## src/rtl/pulse_replay_pkg.sv

```systemverilog
// Shared types and helpers for the multi-channel pulse replay block.
package pulse_replay_pkg;

    typedef enum logic [1:0] {
        IDLE,
        DELAY,
        HIGH,
        GAP
    } state_t;

    // Bits needed for one timer that can count to the longest phase.
    function automatic int unsigned timer_width(input int unsigned delay_cyc,
                                                input int unsigned width_cyc,
                                                input int unsigned gap_cyc);
        int unsigned longest;
        longest = delay_cyc;
        if (width_cyc > longest) longest = width_cyc;
        if (gap_cyc > longest) longest = gap_cyc;
        return $clog2(longest + 1);
    endfunction

endpackage

```

## src/rtl/pulse_replay_edge_sync.sv

```systemverilog
// Two-flop synchroniser followed by a registered one-cycle rising-edge strobe.
module edge_sync (
    input  logic clk_i,
    input  logic rst_ni,
    input  logic d_i,
    output logic rise_o
);

    logic s1_q, s2_q, prev_q, rise_q;

    // prev_q resets low, so an input already high at reset release counts as a rise.
    always_ff @(posedge clk_i or negedge rst_ni) begin
        if (!rst_ni) begin
            s1_q   <= 1'b0;
            s2_q   <= 1'b0;
            prev_q <= 1'b0;
            rise_q <= 1'b0;
        end else begin
            s1_q   <= d_i;
            s2_q   <= s1_q;
            prev_q <= s2_q;
            rise_q <= s2_q & ~prev_q;
        end
    end

    assign rise_o = rise_q;

endmodule

```

## src/rtl/pulse_replay.sv

```systemverilog
// Per-channel capture of rising edges into a saturating queue, each replayed
// as a delayed, fixed-width output pulse followed by a forced low gap.
module pulse_replay
    import pulse_replay_pkg::*;
#(
    parameter int unsigned N_CH      = 4,
    parameter int unsigned DELAY_CYC = 100_000_000,
    parameter int unsigned WIDTH_CYC = 100_000_000,
    parameter int unsigned GAP_CYC   = 50_000_000,
    parameter int unsigned CNT_W     = 8
) (
    input  logic                    clk,
    input  logic                    reset,
    input  logic                    clear,
    input  logic [N_CH-1:0]         enable,
    input  logic [N_CH-1:0]         pulse_in,
    output logic [N_CH-1:0]         pulse_out,
    output logic [N_CH-1:0]         busy,
    output logic [N_CH-1:0]         overflow,
    output logic [N_CH*CNT_W-1:0]   pending
);

    localparam int unsigned TW       = timer_width(DELAY_CYC, WIDTH_CYC, GAP_CYC);
    localparam int unsigned GAP_LAST = (GAP_CYC == 0) ? 0 : GAP_CYC - 1;
    localparam logic [TW-1:0] D_LAST = TW'(DELAY_CYC - 1);
    localparam logic [TW-1:0] W_LAST = TW'(WIDTH_CYC - 1);
    localparam logic [TW-1:0] G_LAST = TW'(GAP_LAST);

    for (genvar i = 0; i < N_CH; i++) begin : g_ch
        logic             det_raw, det, done;
        logic [CNT_W-1:0] pend_q, pend_d;
        logic             ovf_q, ovf_d;
        logic [TW-1:0]    timer_q;
        logic             out_q;
        state_t           state_q;

        edge_sync u_sync (
            .clk_i  (clk),
            .rst_ni (reset),
            .d_i    (pulse_in[i]),
            .rise_o (det_raw)
        );

        assign det  = det_raw & enable[i];
        assign done = (state_q == HIGH) && (timer_q == W_LAST);

        // A capture and a completion in the same cycle cancel without touching overflow.
        always_comb begin
            pend_d = pend_q;
            ovf_d  = ovf_q;
            if (det && !done) begin
                if (pend_q == '1) ovf_d = 1'b1;
                else              pend_d = pend_q + 1'b1;
            end else if (done && !det) begin
                pend_d = pend_q - 1'b1;
            end
        end

        always_ff @(posedge clk or negedge reset) begin
            if (!reset) begin
                state_q <= IDLE;
                timer_q <= '0;
                out_q   <= 1'b0;
                pend_q  <= '0;
                ovf_q   <= 1'b0;
            end else if (clear) begin
                state_q <= IDLE;
                timer_q <= '0;
                out_q   <= 1'b0;
                pend_q  <= '0;
                ovf_q   <= 1'b0;
            end else begin
                pend_q <= pend_d;
                ovf_q  <= ovf_d;
                case (state_q)
                    IDLE: begin
                        if (pend_q != '0) begin
                            state_q <= DELAY;
                            timer_q <= '0;
                        end
                    end
                    DELAY: begin
                        if (timer_q == D_LAST) begin
                            state_q <= HIGH;
                            timer_q <= '0;
                            out_q   <= 1'b1;
                        end else begin
                            timer_q <= timer_q + 1'b1;
                        end
                    end
                    HIGH: begin
                        if (done) begin
                            out_q   <= 1'b0;
                            timer_q <= '0;
                            // With no gap phase, decide on the post-decrement queue depth here.
                            if (GAP_CYC != 0)        state_q <= GAP;
                            else if (pend_d != '0)   state_q <= DELAY;
                            else                     state_q <= IDLE;
                        end else begin
                            timer_q <= timer_q + 1'b1;
                        end
                    end
                    GAP: begin
                        if (timer_q == G_LAST) begin
                            timer_q <= '0;
                            state_q <= (pend_q != '0) ? DELAY : IDLE;
                        end else begin
                            timer_q <= timer_q + 1'b1;
                        end
                    end
                    default: state_q <= IDLE;
                endcase
            end
        end

        assign pulse_out[i]                 = out_q;
        assign busy[i]                      = (state_q != IDLE);
        assign overflow[i]                  = ovf_q;
        assign pending[i*CNT_W +: CNT_W]    = pend_q;
    end

endmodule
```

## config.mk

```make
export PLATFORM = sky130hd
export DESIGN_NAME = pulse_replay
export DESIGN_NICKNAME = d
export VERILOG_FILES = /design/src/rtl/pulse_replay_pkg.sv /design/src/rtl/pulse_replay_edge_sync.sv /design/src/rtl/pulse_replay.sv
export SDC_FILE = /design/constraint.sdc
export NUM_CORES = 1
export LEC_CHECK = 0
export ABC_AREA = 1
export BUFFER_PORTS_ARGS = -buffer_cell sky130_fd_sc_hd__buf_4
export CELL_PAD_IN_SITES_DETAIL_PLACEMENT = 1
export CELL_PAD_IN_SITES_GLOBAL_PLACEMENT = 1
export CORE_MARGIN = 5
export CORE_UTILIZATION = 46
export CTS_CLUSTER_DIAMETER = 200
export DETAILED_ROUTE_END_ITERATION = 8
export GPL_TIMING_DRIVEN = 0
export PLACE_DENSITY = 0.93
export SETUP_SLACK_MARGIN = 0.05
export SLEW_MARGIN = 20
export SYNTH_ARGS = -nofsm -noshare
export SYNTH_HDL_FRONTEND = slang
export SYNTH_SLANG_ARGS = --single-unit
```

## constraint.sdc

```tcl
create_clock -name clk -period 3.42 [get_ports clk]
set_input_delay 0 -clock clk [delete_from_list [all_inputs] [get_ports clk]]
set_output_delay 0 -clock clk [all_outputs]
set_load 0.03 [all_outputs]
```

==> flow_summary.json <==
{
  "antenna_cells": 0,
  "post_cts.repair.setup_buffers": 0,
  "routed_wirelength_mm": 36.21,
  "drive_above_1_share_pct": 11.56,
  "start_util_pct": 46.40,
  "ys_ff_latch": 172,
  "rsz0062_at_grt": "false",
  "ant_nets": 0,
  "hold_class": "input port to asynchronous set/reset pin",
  "die_x_um": 168.9,
  "clk_path_buf_depth": 2,
  "fp.dieH_um": 168.9,
  "antenna_found_initial": 0,
  "arrival_ns": 3.43,
  "dr.pass1.iters": 5,
  "cts.clk_slew.worst_paths_ns": 0.07,
  "power_leakage_uw": 0.006026,
  "powerDensity_nw_per_um2": 527.7,
  "p_sw_uw": 2723,
  "clock_skew_ns": 0.01362,
  "place.gp.congestion": 0.9125,
  "timing.final.crit_share_pct": 91.33,
  "drc_errors": 0,
  "num_vias": 11325,
  "relSlewSlack_pct": 54.03,
  "switching_share_pct": 39.30,
  "cp-end-kind": "flip-flop",
  "worstSetupPathType": "flip-flop to flip-flop",
  "syn-num-nets": 1668,
  "setup_tns_ns": 0,
  "overflow": 0,
  "synth_flop_cell": "dfrtp_1",
  "yosysUniqueCellTypes": 50,
  "combPwrFrac_pct": 37.0,
  "row_count": 58,
  "outcome": "finished clean",
  "fin_crit_ns": 3.124,
  "critPathMaxFanout": 9,
  "drtIter0Drc": 729,
  "numCtsBuffers": 17,
  "worst_pin_slew_ns": 0.6896,
  "wl_per_cell_um": 17.88,
  "synth_edf_count": 0,
  "die_area_um2": 28530,
  "start_kind": "flip-flop",
  "clk_latency_ns": 0.43,
  "io_buffers": 54,
  "core_area_um2": 25040,
  "ys_warn_count": 0,
  "drv_slew": 0,
  "vias_per_cell": 5.593,
  "critical_path_required_ns": 3.73,
  "postSynthAreaPerCell_um2": 7.238,
  "cts_tree": "yes",
  "drv_cap": 0,
  "grt_pass1_wl_mm": 60.88,
  "pwr-share-seq_pct": 34.3,
  "synthArstFlopShare_pct": 100.0,
  "clockPowerShare_pct": 28.7,
  "setup_slack_ns": 0.2965,
  "finish.net_count": 1748,
  "synth_cells": 1605,
  "grt_max_degree": 89,
  "areaGrowthSynthToFinish_pct": 13.01,
  "pin_count": 55,
  "h-tree-depth": 4,
  "grt_usage_pct": 25.71,
  "p_int_uw": 4206,
  "clockRootBuffer": "clkbuf_16",
  "dpl_worst_slack_ns": 0.1077,
  "numClockSinks": 172,
  "grt_pass1_vias": 12387,
  "setup_viol": 0,
  "dp_hpwl_mm": 26.69,
  "ys_seq_area_share_pct": 37.05,
  "vdd_ir_drop_max_v": 0.0003033,
  "synth_area_um2": 11620,
  "fmax_mhz": 320.2,
  "hold_violations": 0
}
## final timing paths
path | from | end | slack, ns | cells after the start
worst max-delay path | g_ch[0].timer_q[0]$_DFFE_PN0N_ | g_ch[0].pend_q[6]$_DFFE_PN0P_ | 0.30 | 17
worst min-delay path | reset | g_ch[3].timer_q[15]$_DFFE_PN0N_ | 0.15 | 2
worst max register to register | g_ch[0].timer_q[0]$_DFFE_PN0N_ | g_ch[0].pend_q[6]$_DFFE_PN0P_ | 0.30 | 17
worst min register to register | g_ch[0].u_sync.s1_q$_DFF_PN0_ | g_ch[0].u_sync.s2_q$_DFF_PN0_ | 0.35 | 0
max in group asynchronous | reset | g_ch[1].timer_q[18]$_DFFE_PN0N_ | 2.37 | 3
min in group clk | enable[2] | g_ch[2].pend_q[2]$_DFFE_PN0P_ | 0.16 | 5
## power by group through the flow
stage                     registers [uW]  logic [uW]  clock network (uW)
after floorplan                     2530        1570                   0
after global placement              2400        2340                   0
after detailed placement            2410        2500                   0
after CTS                           2370        2560                2000
after global routing                2400        2830                2090
final                               2380        2570                1990
## cell usage after synthesis (all sizes together) (5+ instances only)
| library cell | n | share of area [%] |
|---|---|---|
| buf | 32 | 2.2 |
| inv | 218 | 7.1 |
| nand4 | 69 | 4.0 |
| nor3 | 52 | 2.6 |
| xor2 | 43 | 3.2 |
| nand3b | 9 | 0.58 |
| nor4 | 5 | 0.38 |
| o21a | 5 | 0.32 |
| a21oi | 69 | 3.0 |
| xnor2 | 10 | 0.75 |
| o21ai | 81 | 3.5 |
| nor2 | 247 | 8.7 |
| ha | 48 | 5.2 |
| dfrtp | 172 | 37 |
| nand2 | 371 | 12 |
| nand3 | 140 | 6.5 |
## flip-flops by register name (all words and copies together) (netlist names)
register	cells
g_ch.u_sync.rise_o	4
g_ch.u_sync.s2_q	4
g_ch.state_q	8
g_ch.timer_q	108
g_ch.pend_q	32
g_ch.u_sync.s1_q	4
g_ch.out_q	4
g_ch.ovf_q	4
g_ch.u_sync.prev_q	4
## per-stage QoR
step / instances / util (%) / power (uW) / hold slack, ns / cell area [um2]
6_report: 2025 / 52.44 / 6929 / 0.1515 / 13130
5_1_grt: 2025 / 52.44 / 7318 / 0.1834 / 13130
4_1_cts: 2025 / 52.35 / 6934 / 0.1581 / 13110
3_5_place_dp: 1990 / 49.81 / 4905 / 0.04470 / 12470
3_3_place_gp: 1989 / 49.67 / 4740 / 0.1093 / 12440
2_1_floorplan: 1605 / - / 4097 / -0.2956 / 11620
## kinds of logic (layout without fill, tap and decap cells)
group / count (synthesis) / count (layout) / share of synthesized area (%)
xor+xnor: 53 / 53 / 3.996
simple gates: 899 / 899 / 35.50
compound gates: 174 / 174 / 8.153
fa+ha+maj: 52 / 52 / 5.859
buf+inv: 255 / 345 / 9.445
flops: 172 / 172 / 37.05
## timing repair
| action | in CTS | in global routing |
|---|---|---|
| resized for setup | 2 | 7 |
| pin swaps | 0 | 0 |
| setup endpoints to repair | 2 | 5 |
| hold endpoints to repair | 89 | 0 |
| hold buffers | 6 | 0 |
## layout make-up
type	instances	area (um2)
multi-input combinational	1178	6243
clock buffer	21	450.4
buffer	35	261.5
tap	330	412.9
sequential	172	4304
inverter	220	835.8
timing repair buffer	61	500.5
clock inverter	8	120.1
fill	3200	11910
## per-layer routing
layer	part of all wire, %	track usage (%)
met3	3.2	3.923
met5	0	0
met1	43	31.91
met2	51	45.75
met4	2.6	8.469
## worst max-delay path, cell delays in order, from the launching register on
cell and delay, ns:
dfrtp_1 0.41, ha_1 0.20, nand2_1 0.14, nor2_4 0.19, nand2_1 0.08, nor2_1 0.16, nand3_2 0.18, nand2_4 0.18
inv_1 0.07, fa_1 0.40, o21ai_1 0.24, nand2_1 0.12, a21oi_1 0.25, o21ai_0 0.13, nand2_1 0.08, inv_1 0.04
nand2_1 0.05, o21ai_0 0.08
## layout by cell type, fill, tap and decap left out, types with 3 or more instances in the layout
| cell type | count |
|---|---|
| nand4_1 | 66 |
| o21ai_1 | 17 |
| nor2_1 | 218 |
| nand2_2 | 11 |
| nand3_1 | 127 |
| inv_2 | 5 |
| xor2_1 | 43 |
| buf_4 | 62 |
| nand2_4 | 4 |
| clkbuf_16 | 17 |
| nand3_2 | 13 |
| nand3b_1 | 9 |
| nand2_1 | 356 |
| dlygate4sd3_1 | 6 |
| clkinv_2 | 3 |
| xnor2_1 | 10 |
| buf_2 | 15 |
| dfrtp_1 | 172 |
| o21ai_0 | 63 |
| o211a_1 | 3 |
| nor3_1 | 45 |
| ha_1 | 48 |
| nor2_2 | 26 |
| bufinv_16 | 3 |
| a21oi_1 | 67 |
| inv_1 | 212 |
| buf_6 | 6 |
| nor3_2 | 5 |
| o21bai_1 | 4 |
| clkbuf_1 | 6 |
| nor4_1 | 3 |
| o31ai_1 | 4 |
| nor2_4 | 3 |
| fa_1 | 4 |
| o21a_1 | 5 |
| or2_2 | 3 |
No activity file was read; power rests on OpenSTA's default activity.
